<file path="config.mk">
export PLATFORM = sky130hd
export DESIGN_NAME = vc_grant_decoder
export DESIGN_NICKNAME = d
export VERILOG_FILES = /design/src/rtl/vc_grant_decoder_pkg.sv /design/src/rtl/vc_grant_decoder_onehot_dec.sv /design/src/rtl/vc_grant_decoder.sv
export SDC_FILE = /design/constraint.sdc
export NUM_CORES = 1
export LEC_CHECK = 0
export CORE_MARGIN = 2
export CORE_UTILIZATION = 65
export CTS_BUF_LIST = sky130_fd_sc_hd__clkbuf_16
export CTS_CLUSTER_SIZE = 25
export DETAILED_ROUTE_END_ITERATION = 8
export DONT_BUFFER_PORTS = 1
export MAX_ROUTING_LAYER = met4
export PLACE_DENSITY = 0.81
export SYNTH_ARGS = -nofsm -noshare
export SYNTH_HDL_FRONTEND = slang
export SYNTH_SLANG_ARGS = --single-unit
</file>
<file path="constraint.sdc">
create_clock -name clk -period 4.6 [get_ports clk]
set_input_delay 0.46 -clock clk [delete_from_list [all_inputs] [get_ports clk]]
set_output_delay 0.46 -clock clk [all_outputs]
set_load 0.05 [all_outputs]
</file>
<file path="src/rtl/vc_grant_decoder_pkg.sv">
// -----------------------------------------------------------------------------
// vc_grant_decoder_pkg
// Shared definitions for the VC grant decoder:
//   - default VC count and binary index width
//   - FSM state encoding (IDLE / LOCKED)
//   - sticky error codes reported on err when VC_GRANT_ERR_EN is defined
// -----------------------------------------------------------------------------
package vc_grant_decoder_pkg;

  localparam int NO_VC_DEF = 15;
  localparam int IDX_W_DEF = 4;

  typedef enum logic {
    ST_IDLE   = 1'b0,
    ST_LOCKED = 1'b1
  } state_e;

  typedef enum logic [1:0] {
    ERR_NONE  = 2'b00,  // no error seen since reset
    ERR_RANGE = 2'b01,  // request index >= number of VCs
    ERR_ALLOW = 2'b10,  // request for a VC whose allow bit was clear
    ERR_NOGNT = 2'b11   // flit reported while no VC was locked
  } err_e;

endpackage

</file>
<file path="src/rtl/vc_grant_decoder_onehot_dec.sv">
// -----------------------------------------------------------------------------
// vc_grant_decoder_onehot_dec
// Purely combinational binary index -> one-hot decoder with a range flag.
// Ports:
//   idx      in   idx_w   binary VC index
//   onehot   out  no_vc   one-hot decode; all-zero when idx is out of range
//   in_range out  1       idx < no_vc
// -----------------------------------------------------------------------------
module vc_grant_decoder_onehot_dec
  import vc_grant_decoder_pkg::*;
#(
  parameter int no_vc = NO_VC_DEF,
  parameter int idx_w = IDX_W_DEF
) (
  input  logic [idx_w-1:0] idx,
  output logic [no_vc-1:0] onehot,
  output logic             in_range
);

  // Each bit compares against its own constant, so an out-of-range index
  // naturally decodes to all-zero and the result can never be multi-hot.
  for (genvar gi = 0; gi < no_vc; gi++) begin : g_dec
    assign onehot[gi] = (idx == idx_w'(gi));
  end

  assign in_range = (int'(idx) < no_vc);

endmodule

</file>
<file path="src/rtl/vc_grant_decoder.sv">
// -----------------------------------------------------------------------------
// vc_grant_decoder
// Turns the VC arbiter's binary index into a one-hot grant that is locked from
// head flit to tail flit. A new request may be accepted in the tail cycle, in
// which case the grant switches VCs without an idle bubble.
// Optional feature macro: VC_GRANT_ERR_EN (sticky first-error code on err).
// Ports:
//   clk         in   1      clock, rising edge
//   rst         in   1      synchronous active-high reset
//   req_valid   in   1      req_idx valid this cycle
//   req_idx     in   idx    requested VC index
//   vc_allow    in   no_vc  per-VC permission mask, sampled at accept only
//   req_ready   out  1      decoder can take a request this cycle (comb)
//   flit_valid  in   1      a flit moved on the granted VC
//   flit_tail   in   1      that flit is the tail (qualified by flit_valid)
//   grant       out  no_vc  registered one-hot grant, zero when idle
//   grant_valid out  1      registered, high while a VC is locked
//   pkt_flits   out  cnt_w  saturating flit count of current/last packet
//   err         out  2      sticky error code (2'b00 when feature disabled)
// -----------------------------------------------------------------------------
module vc_grant_decoder
  import vc_grant_decoder_pkg::*;
#(
  parameter int no_vc                   = NO_VC_DEF,
  parameter int floorplusone_log2_no_vc = IDX_W_DEF,
  parameter int cnt_w                   = 8
) (
  input  logic                               clk,
  input  logic                               rst,
  input  logic                               req_valid,
  input  logic [floorplusone_log2_no_vc-1:0] req_idx,
  input  logic [no_vc-1:0]                   vc_allow,
  output logic                               req_ready,
  input  logic                               flit_valid,
  input  logic                               flit_tail,
  output logic [no_vc-1:0]                   grant,
  output logic                               grant_valid,
  output logic [cnt_w-1:0]                   pkt_flits,
  output logic [1:0]                         err
);

  state_e             state_q, state_d;
  logic [no_vc-1:0]   grant_q, grant_d;
  logic [cnt_w-1:0]   cnt_q, cnt_d;

  logic [no_vc-1:0]   dec_onehot;
  logic               dec_in_range;
  logic               allow_hit;
  logic               accept;

  vc_grant_decoder_onehot_dec #(
    .no_vc (no_vc),
    .idx_w (floorplusone_log2_no_vc)
  ) u_dec (
    .idx      (req_idx),
    .onehot   (dec_onehot),
    .in_range (dec_in_range)
  );

  // Masking the decode avoids indexing vc_allow with an out-of-range index.
  assign allow_hit = |(vc_allow & dec_onehot);

  // Ready in the tail cycle lets the next packet start back-to-back.
  assign req_ready = (state_q == ST_IDLE) | (flit_valid & flit_tail);
  assign accept    = req_valid & req_ready & dec_in_range & allow_hit;

  always_comb begin
    state_d = state_q;
    grant_d = grant_q;
    cnt_d   = cnt_q;
    if (accept) begin
      state_d = ST_LOCKED;
      grant_d = dec_onehot;
      cnt_d   = '0;
    end else if (state_q == ST_LOCKED) begin
      if (flit_valid && (cnt_q != {cnt_w{1'b1}})) begin
        cnt_d = cnt_q + 1'b1;
      end
      if (flit_valid && flit_tail) begin
        state_d = ST_IDLE;
        grant_d = '0;
      end
    end
  end

  always_ff @(posedge clk) begin
    if (rst) begin
      state_q <= ST_IDLE;
      grant_q <= '0;
      cnt_q   <= '0;
    end else begin
      state_q <= state_d;
      grant_q <= grant_d;
      cnt_q   <= cnt_d;
    end
  end

  assign grant       = grant_q;
  assign grant_valid = (state_q == ST_LOCKED);
  assign pkt_flits   = cnt_q;

`ifdef VC_GRANT_ERR_EN
  err_e err_q, err_d;

  // Only the first error is kept; within one cycle range beats allow beats
  // the stray-flit case.
  always_comb begin
    err_d = err_q;
    if (err_q == ERR_NONE) begin
      if (req_valid && req_ready && !dec_in_range) begin
        err_d = ERR_RANGE;
      end else if (req_valid && req_ready && !allow_hit) begin
        err_d = ERR_ALLOW;
      end else if ((state_q == ST_IDLE) && flit_valid) begin
        err_d = ERR_NOGNT;
      end
    end
  end

  always_ff @(posedge clk) begin
    if (rst) begin
      err_q <= ERR_NONE;
    end else begin
      err_q <= err_d;
    end
  end

  assign err = err_q;
`else
  assign err = 2'b00;
`endif

endmodule
</file>
# Yosys cells after proc, flatten, opt, wreduce, memory -nomap -nowiden
# Cells that the tools add are included.
# classes
order_cmp	1
eq_ne	15
div_mod_pow	0
bitwise	7
n_addsub	1
muxes	6
shifts	0
multipliers	0
reduce_logical	9
# ops
op	n
2-to-1 mux 15 bit	3
equality test 4 bit (second input constant)	7
equality test 4 x 3 -> 1 bit (second input constant)	4
bitwise AND 15 bit	1
OR reduction 15 bit	1
adder 8 x 1 -> 8 bit (second input constant)	1
equality test 4 x 2 -> 1 bit (second input constant)	2
!= test 8 bit (second input constant)	1
bitwise AND 1 bit	4
equality test 4 x 1 -> 1 bit (second input constant)	1
zero test 4 bit	1
less-than comparator 4 bit (second input constant)	1
AND reduction 2 bit	2
nonzero test 2 bit	2
2-to-1 mux 1 bit	3
logical AND 1 bit	2
OR reduction 2 bit	1
NOT 1 bit	1
OR 1 bit	1
# totals
latch_bits	0
ff_bits	24
ramBits	0
rom_bits	0
wordCells	42
input_bits	24
mem_count	0
out_inout_bits	27

# Logic depth before layout (Yosys ltp)
# Gate-level depths: netlist (run 1).
# depth
word_depth	7
mapped_depth	7
mapped_depth_nobuf	6

# Modules after synthesis
# Synthesis (run 1) repeated with hierarchy kept, for this count alone.
# unflattened
hier_cells	117
area_unflattened_um2	1307.5
# by_module_without_submodules
mod	cells_per_inst	seq_area_each_um2	area_per_inst_um2	instances
vc_grant_decoder	97	480.5	1033.5	1
vc_grant_decoder_onehot_dec	20	0.0	274.0	1

# Least setup slack after synthesis (run 1)
# OpenSTA, ideal clock, no wires.
# synth_path
kind	input port to flip-flop
start	input port req_idx[1]
end	register grant_q[13] (netlist: grant[13])
stages	7
path_slack_ns	2.560
t_arrival_ns	1.916
path_buffers	2
t_required_ns	4.476
setup_ns	0.124
path_cell_list	buf_6 > mux2i_1 > o32ai_1 > or4_4 > o2111ai_2 > buf_2 > o32ai_1
# synth_via
elab_chain_cells	6
word_cells_on_any_way	24
cone_classes	order compare: 1; eq/ne: 14; mux: 1; bitwise: 3; reduce/logical: 5
# synth_rtl
item	line	text
start: declaration	vc_grant_decoder.sv:31	input logic [floorplusone_log2_no_vc-1:0] req_idx,
equality test 4 x 1 -> 1 bit, or another cell as far along	vc_grant_decoder_onehot_dec.sv:23	assign onehot[gi] = (idx == idx_w'(gi));
bitwise AND 15 bit	vc_grant_decoder.sv:61	assign allow_hit = |(vc_allow & dec_onehot);
OR reduction 15 bit	vc_grant_decoder.sv:61	
bitwise AND 1 bit	vc_grant_decoder.sv:65	assign accept = req_valid & req_ready & dec_in_range & allow_hit;
nonzero test 2 bit (no source line)	--	
AND reduction 2 bit (no source line)	--	
end signal: assignment	vc_grant_decoder.sv:93	grant_q <= grant_d;
end: declaration	vc_grant_decoder.sv:43	logic [no_vc-1:0] grant_q, grant_d;
# Parallel ways exist; a longest one is shown, timed or not.
# A chain may end at the register's enable or synchronous reset.

# Final worst setup path (run 1)
# layout_path
start	register state_q (netlist: grant_valid)
end	register grant_q[11] (netlist: grant[11])
# layout_via
elab_chain_cells	7
word_cells_on_any_way	9
cone_classes	mux: 1; bitwise: 5; reduce/logical: 3
# layout_rtl
item	line	text
start: declaration	vc_grant_decoder.sv:42	state_e state_q, state_d;
start signal: assignment	vc_grant_decoder.sv:92	state_q <= state_d;
NOT 1 bit *	vc_grant_decoder.sv:64	assign req_ready = (state_q == ST_IDLE) | (flit_valid & flit_tail);
OR 1 bit *	vc_grant_decoder.sv:64	
net req_ready	vc_grant_decoder.sv:33	output logic req_ready,
bitwise AND 1 bit * (3 in a row)	vc_grant_decoder.sv:65	
nonzero test 2 bit (no source line)	--	
AND reduction 2 bit (no source line)	--	
# The timed path passes the listed nets; every way through them passes the cells marked *.

==> results of run 1 <==
per-stage QoR:
step / hold slack (ps) / cells
4_1_cts: 274.9 / 153
5_1_grt: 269.5 / 153
3_5_place_dp: 537.6 / 150
3_3_place_gp: 531.7 / 150
6_report: 277.3 / 153
2_1_floorplan: 672.4 / 134
flip-flops by register name, indices dropped and copies added (netlist names):
name,flops
grant,15
pkt_flits,8
grant_valid,1
where the power goes:
part	leakage, nW	internal (mW)	switching, mW
registers	0.194	0.211	0.0135
logic	0.204	0.0168	0.0302
clock network	0.0370	0.115	0.0632
total	0.435	0.342	0.107
cell type report:
class	count	area share
clock buffers	3	0.05941
inverters	17	0.05050
multi-input cells	84	0.4851
flip-flops and latches	24	0.3802
well taps	25	0.02475
metal layers:
metal,global-route usage,up-vias,part of all wire
met1,0.3452,474,0.42
li1,-,472,-
met4,0.05000,0,0.0047
met2,0.3838,40,0.48
met5,-,-,0
met3,0.05000,2,0.096
critical path, delay by kind of cell, from the launching register on:
family | cells | cell delay [ps]
AOI/OAI and AO/OA | 3 | 830
DFF | 1 | 680
and+or+nand+nor | 1 | 550
worst max path at each step:
stage / end / slack [ps] / depth (start not counted)
2_1_floorplan: grant[13]$_SDFFE_PP0P_ / 2560 / 7
3_3_place_gp: grant[6]$_SDFFE_PP0P_ / 2510 / 4
3_5_place_dp: grant[3]$_SDFFE_PP0P_ / 2430 / 5
4_1_cts: grant[14]$_SDFFE_PP0P_ / 2430 / 4
5_1_grt: grant[14]$_SDFFE_PP0P_ / 2280 / 4
6_report: grant[11]$_SDFFE_PP0P_ / 2440 / 4
cells in the final DEF, fill, tap and decap left out, types with 2 or more instances in the layout:
cell type  instances
xor2_1             5
nand2_1            8
nand3b_1           5
o32ai_1           17
conb_1             2
nor3_1             8
xnor2_1            2
and3_1             2
o211a_1            2
a21oi_1            3
nand4_1            4
or2_2              2
dfxtp_1           24
clkbuf_16          3
inv_1             17
mux2i_1            5
nand2b_1           3
cells by family after synthesis:
family | Yosys count
simple gates | 40
compound gates | 29
buf+inv | 26
flops | 24
xor+xnor | 7
mux | 5
fa+ha+maj | 1
other cells | 1
==> flow_summary.ini, run 1 <==
[run_status]
status = completed

[timing]
setup_slack_ps = 2437
rsz0062_at_grt = no
period_minus_slack_ps = 2163
worstMarginPinSlew_ps = 677.3
slew_viol_final = 0
clock.fmax_mhz = 462.4
report.final.hold_viol_count = 0
fin_tns_setup_ps = 0
final-setup-viol-count = 0
fin_crit_sh = 0.4701
skew_ps = 1.873
timing.slew.headroom = 0.5485

[drt]
drtAntennaViolNets = 0
dr_total_vias = 988
routedWlPerCell_microns = 16.73
wl_microns = 2560
remaining_drc_errors = 0
drt_first_pass_iters = 4
routed_via_density = 6.458
drt-initial-drc-count = 23

[clocking]
numCtsBuffers = 3
cts_sinks = 24
root_buffer = clkbuf_16
clock_path_buffers = 2
cts_max_level = 1
cts_hold_buffers = 0
cts_tree = built
postCtsSetupBuffers = 0
path_clk_slew_ps = 60
clock_latency_ps = 250
ctsResizeCount = 0

[power_and_ir_drop]
power_mw = 0.4493
powerDensity_nw_per_um2 = 355.5
vdd_drop_max_v = 0.0002602
power.leakage_nw = 0.4346

[finish]
drive_above_1_share = 0.06250
fin_area_sq_um = 1264
antenna_cells = 0
regArea_sq_um = 480.5
fillCellCount = 142
area.growth.synth_to_final_pct = 3.378
utilization = 0.7240
multiInputGateArea_sq_um = 613.1
nets = 155

[synth]
synth.avg_cell_area_sq_um = 9.191
synth-edff-count = 0
yosys.cell_count.top_type = dfxtp_1
async_flop_share = 0
ys_ff_latch = 24
muxShareOfSynthArea = 0.04094
ys_types = 36
synth_compound_area_frac = 0.1975
synth_top_family_by_area = compound AO/OA/AOI/OAI gates
ys.flop_type = dfxtp_1
syn-cell-area_sq_um = 1222
synth_simple_gate_area_frac = 0.1965
synth_fa_ha_area_frac = 0.01024
ys_seq_area_frac = 0.3930
yosysTopAreaCell = dfxtp_1
netlist_instances = 133
synth_top_area_share = 0.3930
ys_warn_count = 0
yosys.area_share.xor_xnor = 0.05015
yosys-top-cells-area = dfxtp_1 39%, o32ai_1 12%, inv_1 5.2%
synthTopCellsByCount = 24 x dfxtp_1, 17 x inv_1, 17 x o32ai_1

[global_routing]
grt_max_degree = 16
grt_usage = 0.2514
grt_pass1_wl_microns = 3815
grt_pass1_vias = 854
antenna_found_initial = 0
grt-ovfl-total = 0

[worst_hold_path]
hold_depth = 1
hold_end = grant_valid$_SDFF_PP0_
min_path_type = input pin to register
hp-start = rst

[critical_path]
arrival_ps = 2310
crit_path_max_fanout = 15
worstReg2RegEnd = grant[11]$_SDFFE_PP0P_
rr_startpoint = grant_valid$_SDFF_PP0_
critical_path.cell_chain = nand2_1 > o22a_1 > o31a_1 > o32ai_1
r2r_setup_slack_ps = 2440
critPathSlowestCell = dfxtp_1
crit_path_end_kind = register
worstSetupPathType = register to register
reg2regPathDepth = 4
required_ps = 4740
cp-startpoint = grant_valid$_SDFF_PP0_
startpoint_type = register
cp_slowest_stage_delay_ps = 680

[placed_design]
portBuffers = 0
post-place-ws_ps = 2431
post-dp-hpwl_microns = 1911
gp_congestion = 0.7932
placed_area_sq_um = 1189

[floorplanning]
num_rows = 15
ioPinCount = 51
core_sq_um = 1745
die_area_sq_um = 2243
initial_core_util = 0.7004
fp.dieW_microns = 47.37
die_y_microns = 47.37

[job]
cap_violations = 0
Power figures use the tool's default switching activity.
==> inputs of run 2 (changes only) <==
Settings changed: CORE_UTILIZATION 65 to 55, PLACE_DENSITY 0.81 to 0.73.
Clock period 4.6 ns to 1.9 ns, I/O delays scaled along.
==> flow_summary.ini, run 2 (synthesis gave the netlist of run 1 again) <==
[run_status]
status = completed

[floorplanning]
die_y_microns = 51.15
ioPinCount = 51
initial_core_util = 0.5690
core_sq_um = 2148
num_rows = 17
die_area_sq_um = 2616
fp.dieW_microns = 51.15

[global_routing]
grt_max_degree = 16
grt_pass1_vias = 977
grt-ovfl-total = 0
antenna_found_initial = 0
grt_pass1_wl_microns = 4595
grt_usage = 0.2406

[timing]
clock.fmax_mhz = 642.6
worstMarginPinSlew_ps = 546.8
fin_tns_setup_ps = 0
rsz0062_at_grt = no
period_minus_slack_ps = 1556
skew_ps = 1.466
whs_ps = 1.809
fin_crit_sh = 0.8191
report.final.hold_viol_count = 0
slew_viol_final = 0
final-setup-viol-count = 0
timing.slew.headroom = 0.6350

[placed_design]
placed_area_sq_um = 1280
gp_congestion = 0.8545
placed_cells = 164
post-dp-hpwl_microns = 2076
portBuffers = 0

[power_and_ir_drop]
power.leakage_nw = 0.5034
p_seq_frac = 0.473
vdd_drop_max_v = 0.0006476
power_frac_clock = 0.404
p_sw_frac = 0.2515
p_int_mw = 0.8430
power_switching_mw = 0.2833
powerDensity_nw_per_um2 = 816.9
power_mw = 1.126
combinationalPowerShare = 0.122

[finish]
stdcell_count = 170
largest_reg_flops = 15
nets = 168
fin_area_sq_um = 1379
area.growth.synth_to_final_pct = 12.79
drive_above_1_share = 0.1549
final_common_cell = dfxtp_1
antenna_cells = 0
final_cell_mix = 22 x dfxtp_1, 17 x inv_1, 17 x o32ai_1, 11 x buf_4, 8 x nor3_1
fillCellCount = 182

[critical_path]
r2r_setup_slack_ps = 380
cp_common_cell = o32ai_1
worstSetupPathType = input pin to register
critical_path.cell_chain = or2_2 > o32ai_1 > or4_4 > o31a_1 > o32ai_1
cp_slowest_stage_delay_ps = 470
crit_path_max_fanout = 15
crit_path_end_kind = register
startpoint_type = input pin
critPathSlowestCell = o31a_1
arrival_ps = 1660
required_ps = 2010

[clocking]
postCtsSetupBuffers = 0
ctsResizeCount = 0
path_clk_slew_ps = 60
clock_path_buffers = 2
cts_sinks = 24
root_buffer = clkbuf_16
clock_latency_ps = 260
cts_hold_buffers = 1
cts_tree = built
numCtsBuffers = 3
cts_max_level = 1

[drt]
drtAntennaViolNets = 0
dr_total_vias = 1061
wl_microns = 2864
routed_via_density = 6.241
drt_first_pass_iters = 4
drt-initial-drc-count = 22
routedWlPerCell_microns = 16.85
remaining_drc_errors = 0

[job]
cap_violations = 0

[worst_hold_path]
min_path_type = input pin to register
run 2: cell type report:
type / instances / area [sq um] / area share
clock buffers: 3 / 75.07 / 0.05445
clock inverters: 1 / 3.754 / 0.002722
inverters: 17 / 63.81 / 0.04628
multi-input cells: 84 / 615.6 / 0.4465
flip-flops and latches: 24 / 483.0 / 0.3503
well taps: 28 / 35.03 / 0.02541
repair buffers: 13 / 102.6 / 0.07441
run 2: power groups by stage:
stage	clock (mW)	combinational (mW)	sequential, mW
floorplan	0	0.121	0.553
global placement	0	0.130	0.544
detailed placement	0	0.134	0.544
CTS	0.460	0.136	0.533
global route	0.474	0.150	0.534
finish	0.456	0.138	0.533
run 2: through the flow:
stage	setup WS, ps	util
after floorplan	121.2	-
after global placement	135.0	0.5958
after detailed placement	60.58	0.5958
after CTS	346.6	0.6372
after global routing	162.7	0.6418
final	343.7	0.6418
run 2: metal layers:
| metal | track usage | wire length, microns | share of wire | vias to the layer above |
|---|---|---|---|---|
| met5 | - | 0 | 0 | - |
| met4 | 0.1171 | 60 | 0.021 | 0 |
| met2 | 0.3420 | 1340 | 0.47 | 39 |
| li1 | - | - | - | 507 |
| met3 | 0.04971 | 195 | 0.068 | 7 |
| met1 | 0.3253 | 1268 | 0.44 | 508 |
run 2: worst max-delay path: cells and delay by family:
kind             cells  cell delay (ps)
AO/OA/AOI/OAI        3              930
AND/OR/NAND/NOR      2              540
run 2: worst paths after layout:
| kind | startpoint | cells after the start | to |
|---|---|---|---|
| setup / recovery | req_idx[1] | 5 | grant[6]$_SDFFE_PP0P_ |
| hold / removal | rst | 1 | pkt_flits[1]$_SDFFE_PP0P_ |
| setup reg to reg | pkt_flits[0]$_SDFFE_PP0P_ | 6 | pkt_flits[4]$_SDFFE_PP0P_ |
| hold reg to reg | pkt_flits[1]$_SDFFE_PP0P_ | 3 | pkt_flits[1]$_SDFFE_PP0P_ |
